===== config.mk =====
export PLATFORM = sky130hd
export DESIGN_NAME = uart_tx_arbiter
export DESIGN_NICKNAME = d
export VERILOG_FILES = /design/src/rtl/uart_tx_arbiter.sv
export SDC_FILE = /design/constraint.sdc
export NUM_CORES = 1
export LEC_CHECK = 0
export ABC_AREA = 0
export CAP_MARGIN = 30
export CELL_PAD_IN_SITES_DETAIL_PLACEMENT = 0
export CELL_PAD_IN_SITES_GLOBAL_PLACEMENT = 1
export CORE_MARGIN = 2
export CORE_UTILIZATION = 33
export DETAILED_ROUTE_END_ITERATION = 10
export PLACE_DENSITY_LB_ADDON = 0.1
export SYNTH_ARGS = -nofsm -noshare
export SYNTH_HDL_FRONTEND = slang
export SYNTH_SLANG_ARGS = --single-unit

===== constraint.sdc =====
create_clock -name clk -period 1.65 [get_ports clk]
set_clock_uncertainty 0.05 [all_clocks]
set_input_delay 0.4125 -clock clk [delete_from_list [all_inputs] [get_ports clk]]
set_output_delay 0.4125 -clock clk [all_outputs]
set_load 0.03 [all_outputs]

===== src/rtl/uart_tx_arbiter.sv =====
// Round-robin, packet-locked arbiter sharing one UART transmitter between two
// byte-stream requesters; the owner keeps the transmitter until a `last` byte or an idle timeout.
module uart_tx_arbiter #(
  parameter int unsigned DATA_WIDTH   = 8,
  parameter int unsigned IDLE_TIMEOUT = 1024
) (
  input  logic                  clk,
  input  logic                  reset,
  input  logic                  req0_valid,
  input  logic [DATA_WIDTH-1:0] req0_data,
  input  logic                  req0_last,
  output logic                  req0_ready,
  input  logic                  req1_valid,
  input  logic [DATA_WIDTH-1:0] req1_data,
  input  logic                  req1_last,
  output logic                  req1_ready,
  output logic [DATA_WIDTH-1:0] tx_data,
  output logic                  tx_start,
  input  logic                  tx_busy,
  output logic [1:0]            grant,
  output logic                  timeout_pulse
);

  localparam int unsigned CW = $clog2(IDLE_TIMEOUT);
  localparam logic [CW-1:0] CNT_LAST = CW'(IDLE_TIMEOUT - 1);

  localparam logic [2:0] S_IDLE      = 3'd0;
  localparam logic [2:0] S_OWN       = 3'd1;
  localparam logic [2:0] S_START     = 3'd2;
  localparam logic [2:0] S_WAIT_ACK  = 3'd3;
  localparam logic [2:0] S_WAIT_DONE = 3'd4;

  logic [2:0]            state_q, state_d;
  logic                  prio_q, prio_d;
  logic                  owner_q, owner_d;
  logic                  last_q, last_d;
  logic                  tmo_q, tmo_d;
  logic [CW-1:0]         cnt_q, cnt_d;
  logic [DATA_WIDTH-1:0] tx_data_q, tx_data_d;

  logic                  own_valid, own_last, ready_own, accept;
  logic [DATA_WIDTH-1:0] own_data;

  assign own_valid = owner_q ? req1_valid : req0_valid;
  assign own_last  = owner_q ? req1_last  : req0_last;
  assign own_data  = owner_q ? req1_data  : req0_data;
  assign ready_own = (state_q == S_OWN) && !tx_busy;
  assign accept    = ready_own && own_valid;

  assign req0_ready    = ready_own && !owner_q;
  assign req1_ready    = ready_own && owner_q;
  assign tx_start      = (state_q == S_START);
  assign tx_data       = tx_data_q;
  assign timeout_pulse = tmo_q;
  // Grant is derived from state so asynchronous reset clears it at once.
  assign grant = (state_q == S_IDLE) ? 2'b00 : (owner_q ? 2'b10 : 2'b01);

  always_comb begin
    state_d   = state_q;
    prio_d    = prio_q;
    owner_d   = owner_q;
    last_d    = last_q;
    cnt_d     = cnt_q;
    tx_data_d = tx_data_q;
    tmo_d     = 1'b0;
    case (state_q)
      S_IDLE: begin
        if (req0_valid || req1_valid) begin
          owner_d = (req0_valid && req1_valid) ? prio_q : req1_valid;
          cnt_d   = '0;
          state_d = S_OWN;
        end
      end
      S_OWN: begin
        if (accept) begin
          tx_data_d = own_data;
          last_d    = own_last;
          cnt_d     = '0;
          state_d   = S_START;
        end else if (cnt_q == CNT_LAST) begin
          tmo_d   = 1'b1;
          prio_d  = ~owner_q;
          cnt_d   = '0;
          state_d = S_IDLE;
        end else begin
          cnt_d = cnt_q + CW'(1);
        end
      end
      S_START: state_d = S_WAIT_ACK;
      S_WAIT_ACK: begin
        if (tx_busy) state_d = S_WAIT_DONE;
      end
      S_WAIT_DONE: begin
        if (!tx_busy) begin
          if (last_q) begin
            prio_d  = ~owner_q;
            state_d = S_IDLE;
          end else begin
            state_d = S_OWN;
          end
        end
      end
      default: state_d = S_IDLE;
    endcase
  end

  always_ff @(posedge clk or posedge reset) begin
    if (reset) begin
      state_q   <= S_IDLE;
      prio_q    <= 1'b0;
      owner_q   <= 1'b0;
      last_q    <= 1'b0;
      tmo_q     <= 1'b0;
      cnt_q     <= '0;
      tx_data_q <= '0;
    end else begin
      state_q   <= state_d;
      prio_q    <= prio_d;
      owner_q   <= owner_d;
      last_q    <= last_d;
      tmo_q     <= tmo_d;
      cnt_q     <= cnt_d;
      tx_data_q <= tx_data_d;
    end
  end

endmodule


-- Word level (Yosys, flattened, before mapping)
Cells that the tools add are included.
- input port bits: 23
- logic and storage cells: 62
- flip-flop bits (word level): 25
- mux-type cells: 25
- $add $sub $neg: 1
- reduce and logical (&&, ||, !) cells: 16
- bitwise operators: 1
- equal/unequal tests: 12
- operator list (cell ; number):
    $mux 10 ; 3
    $pmux 10 s2 ; 1
    $mux 3 ; 5
    $pmux 3 s5 ; 1
    $mux 1 ; 11
    $add 10x1->10 const B ; 1
    $eq 10x10->1 const B ; 1
    $mux 8 ; 1
    $ne 2x2->1 const B ; 4
    $eq 3x2->1 const B ; 2
    $reduce_and 2->1 ; 3
    $logic_and 1x1->1 ; 5
    $reduce_and 5->1 ; 1
    $mux 2 ; 2
    $ne 2x1->1 const B ; 2
    $reduce_and 4->1 ; 1
    $reduce_bool 2->1 ; 2
    $eq 3x1->1 const B ; 1
    $eq 3x3->1 const B ; 1
    $logic_not 3->1 ; 1
    $ne 3x2->1 const B ; 1
    $logic_not 1->1 ; 2
    $pmux 1 s2 ; 1
    $logic_or 1x1->1 ; 1
    $not 1->1 ; 1

-- Depth between registers and ports, before layout
Gate-level depths: netlist of the first run.
- word-level depth: 5
- mapped depth: 6

-- Worst setup path after synthesis of the first run
No wires, ideal clock.
- kind: register -> output
- start point: register state_q[2]
- end point: output req0_ready
- arrival time: 1.579 ns
- stages on the path, launching flop included: 4
- data required time: 1.187 ns
- setup slack: -0.392 ns
- cell sequence: dfrtp_1 buf_6 or3b_4 nor3_1
- longest elaborated chain between the ends: 3
- RTL lines (element ; line ; RTL):
    start: declaration ; 33 ; logic [2:0] state_q, state_d;
    start signal: assignment ; 117 ; state_q <= state_d;
    $eq 3x1->1 ; 47 ; assign ready_own = (state_q == S_OWN) && !tx_busy;
    $logic_and 1x1->1 ; 47 ;
    $logic_and 1x1->1 ; 50 ; assign req0_ready = ready_own && !owner_q;
    end: declaration ; 12 ; output logic req0_ready,
Every way passes these cells.

-- Worst setup path after layout of the first run
Same ends and word-level chain as after synthesis.

==> results of run 1 <==
## cell families after synthesis
| kind of cell | count (synthesis) | synth area share |
|---|---|---|
| simple gates | 57 | 0.2258 |
| fa+ha+maj | 1 | 0.008817 |
| mux | 13 | 0.09260 |
| compound gates | 38 | 0.1737 |
| buf+inv | 12 | 0.05819 |
| flops | 25 | 0.4409 |
## placed cells by master (no fill, tap or decap), types with 3 or more instances in the layout
master / netlist / routed
sky130_fd_sc_hd__inv_1: 6 / 3
sky130_fd_sc_hd__nand4_1: 4 / 4
sky130_fd_sc_hd__buf_4: 2 / 42
sky130_fd_sc_hd__nor2_1: 16 / 15
sky130_fd_sc_hd__nand2_1: 9 / 8
sky130_fd_sc_hd__o21ai_2: 0 / 4
sky130_fd_sc_hd__a31oi_1: 3 / 3
sky130_fd_sc_hd__inv_2: 0 / 3
sky130_fd_sc_hd__clkbuf_8: 0 / 3
sky130_fd_sc_hd__dfrtp_1: 25 / 25
sky130_fd_sc_hd__nand3_1: 5 / 5
sky130_fd_sc_hd__mux2i_1: 12 / 12
sky130_fd_sc_hd__buf_6: 4 / 11
sky130_fd_sc_hd__clkdlybuf4s50_1: 0 / 20
sky130_fd_sc_hd__dlygate4sd2_1: 0 / 11
sky130_fd_sc_hd__a21oi_1: 14 / 14
sky130_fd_sc_hd__buf_12: 0 / 3
## layout make-up
| class | instances | area (sq um) | area share |
|---|---|---|---|
| clock buffers | 4 | 45.04 | 0.01872 |
| inverters | 6 | 22.52 | 0.009360 |
| multi-input cells | 109 | 792.0 | 0.3292 |
| flip-flops and latches | 25 | 625.6 | 0.2600 |
| well taps | 50 | 62.56 | 0.02600 |
| repair buffers | 90 | 858.3 | 0.3567 |
## stage by stage
step	setup TNS [ps]	hold slack (ps)
floorplan	-20.19	378.0
global placement	-6188	419.1
detailed placement	-7296	428.5
CTS	-2253	407.3
global route	-6997	425.6
finish	-5124	398.2
## sequential cells by signal, indices dropped and copies added (netlist names)
| signal | flops |
|---|---|
| state_q | 3 |
| tx_data | 8 |
| timeout_pulse | 1 |
| cnt_q | 10 |
| last_q | 1 |
| prio_q | 1 |
| owner_q | 1 |
## worst min-delay path by stage
| stage | end | depth (start not counted) | slack, ps |
|---|---|---|---|
| final | cnt_q[3]$_DFFE_PP0P_ | 3 | 400 |
| after global routing | cnt_q[3]$_DFFE_PP0P_ | 3 | 430 |
| after CTS | tx_data[7]$_DFFE_PP0P_ | 3 | 410 |
| after detailed placement | cnt_q[9]$_DFFE_PP0P_ | 1 | 430 |
| after global placement | cnt_q[9]$_DFFE_PP0P_ | 1 | 420 |
| after floorplan | cnt_q[9]$_DFFE_PP0P_ | 1 | 380 |
## routing by layer
layer	vias to the layer above	share of wire	wire (um)
li1	711	-	-
met1	712	0.46	2049
met2	31	0.50	2212
met3	8	0.022	100
met4	0	0.019	86
met5	-	0	0
## worst max-delay path: stages, from the launching register on
cell and delay [ps]:
sky130_fd_sc_hd__dfrtp_1 410, sky130_fd_sc_hd__buf_6 130, sky130_fd_sc_hd__or3b_4 390, sky130_fd_sc_hd__nor3_4 140, sky130_fd_sc_hd__buf_6 150
## power groups by stage
stage / clock network (mW) / registers [mW] / logic (mW)
floorplan: 0 / 1.10 / 1.03
global placement: 0 / 0.910 / 2.08
detailed placement: 0 / 0.915 / 2.10
CTS: 0.383 / 0.910 / 2.18
global route: 0.415 / 0.935 / 2.81
finish: 0.381 / 0.914 / 2.63
## repair_timing
item,CTS,global route
endpoints found under the setup margin,31,26
gates resized for setup,27,21
gates cloned,0,2
pin swaps,3,10
buffers inserted,4,12
hold buffers,0,0
==> impl_metrics.py, run 1 <==
metrics = {
    "synthesis": {
        "synth.most_common_cell": "sky130_fd_sc_hd__dfrtp_1",
        "area_share_of_the_largest_cell_type_after_synthesis": 0.4409,
        "async_reset_ff_frac": 1.000,
        "synth_top_area_cell": "sky130_fd_sc_hd__dfrtp_1",
        "syn-instance-count": 146,
        "synth_seq_area_share": 0.4409,
        "syn_avg_cell_area_sq_um": 9.718,
        "synth_common_cells": "sky130_fd_sc_hd__dfrtp_1, sky130_fd_sc_hd__nor2_1, sky130_fd_sc_hd__a21oi_1, sky130_fd_sc_hd__mux2i_1, sky130_fd_sc_hd__nand2_1",
        "synthFlopType": "sky130_fd_sc_hd__dfrtp_1",
        "netlist_area_sq_um": 1419,
        "synth_warnings": 0,
        "synth.lib_cells_used.distinct": 38,
        "synth.ff_latch_count": 25,
        "synth_enable_flop_cells": 0,
        "synth.top_cells.by_area": "sky130_fd_sc_hd__dfrtp_1, sky130_fd_sc_hd__mux2i_1, sky130_fd_sc_hd__a21oi_1, sky130_fd_sc_hd__nor2_1, sky130_fd_sc_hd__buf_6",
        "syn_nets": 170,
    },
    "timing": {
        "period_needed_ps": 1959,
        "timing.final.setup_violations": 25,
        "maxSlewHeadroom": 0.7566,
        "worst-slew-pin-transition_ps": 365.1,
        "fin_crit_sh": 1.188,
        "fmax_mhz": 510.4,
        "grt_setup_unrepaired": "true",
        "report.final.slew_viol_count": 0,
        "setup_slack_ps": -309.4,
        "hold_violations": 0,
    },
    "worst_setup_path": {
        "critical_path_peak_fanout": 4,
        "cp-endpoint": "req0_ready",
        "worstSetupStartpointType": "flop",
        "regToRegSetupSlack_ps": -260,
        "reg2reg_depth": 9,
        "cp-startpoint": "state_q[2]$_DFFE_PP0P_",
        "timing.rr.start": "state_q[2]$_DFFE_PP0P_",
        "end_kind": "output port",
        "worst_r2r_endpoint": "tx_data[4]$_DFFE_PP0P_",
        "timing.setup.critical_path_class": "flop to output port",
        "worst_path_required_time_ps": 1190,
        "critical_path_arrival_ps": 1500,
    },
    "grt": {
        "grt.overflow.total": 0,
        "grt.total_usage": 0.1761,
        "grt_pass1_vias": 1471,
        "global_route.usage.met3": 0.02762,
        "grt_first_pass_wirelength_um": 6955,
        "grt_use_met1": 0.2399,
        "largest_net_degree_at_the_start_of_global_routing": 19,
        "groute.layer.met2.usage": 0.2831,
        "antenna_violations_before_repair": 0,
        "peak_usage_layer_in_the_global_routing_report": "met2",
    },
    "run_status": {
        "outcome": "complete, but fails checks",
        "failed_checks": "negative setup slack",
    },
    "floorplan": {
        "fp.dieH_um": 69.57,
        "start_util": 0.3497,
        "floorplan.die_area_sq_um": 4840,
        "row_count": 23,
        "core_area_sq_um": 4058,
        "die_w_um": 69.57,
        "ios": 37,
    },
    "power_and_ir_drop": {
        "leakagePower_nw": 1.143,
        "comb_power_share": 0.670,
        "sw_frac_of_total": 0.4133,
        "vdd.ir_drop.worst_v": 0.0006415,
        "finalPower_mw": 3.923,
        "power.share.sequential": 0.233,
        "p_sw_mw": 1.621,
        "p_per_area_nw_per_um2": 1631,
        "internal_power_mw": 2.302,
        "p_clk_frac": 0.097,
    },
    "drt": {
        "drcViolationCount": 0,
        "totalWireLength_um": 4448,
        "ant_nets": 0,
        "detail_route.iter0.violations": 68,
        "detail_route.first_pass.iterations": 4,
        "detail_route.wl_per_cell_um": 15.66,
        "route.detailed.vias_per_inst": 5.148,
        "dr_total_vias": 1462,
    },
    "cts": {
        "tritoncts.num_buffers": 3,
        "tritoncts": "yes",
        "clock_sinks": 25,
        "clock_tree.buffer_depth": 2,
        "clk_transition_reported_paths_ps": 90,
        "worstSkewPairLatency_ps": 270,
        "cts-htree-levels": 1,
        "cts.root.buffer_cell": "sky130_fd_sc_hd__clkbuf_8",
    },
    "placed_design": {
        "dp_hpwl_um": 3022,
        "placedCellCount": 262,
        "placed_instance_area_sq_um": 2078,
        "place.gp.congestion": 0.8443,
        "place_worst_setup_slack_ps": -508.0,
        "count_of_input_and_output_buffers": 36,
    },
    "cells_and_area": {
        "design.final.nets": 259,
        "number_of_filler_instances_in_the_final_layout": 343,
        "final_layout_size_suffix_gt1_frac": 0.3675,
        "post_layout_cell_count": 284,
        "finish.instance_area_sq_um": 2406,
        "syn_to_final_growth_pct": 69.58,
        "antennaDiodeCount": 0,
        "utilization": 0.5930,
    },
    "worst_hold_path": {
        "hold_path.class": "input pin to asynchronous set/reset pin",
    },
    "flow_run": {
        "max_cap_viol_count": 0,
    },
}
Power figures use the tool's default switching activity.
==> run 2: changes to the inputs <==
Settings changed: SLEW_MARGIN set to 20.
==> results of run 2 <==
The final DEF is identical to that of run 1; final timing and power are the same.
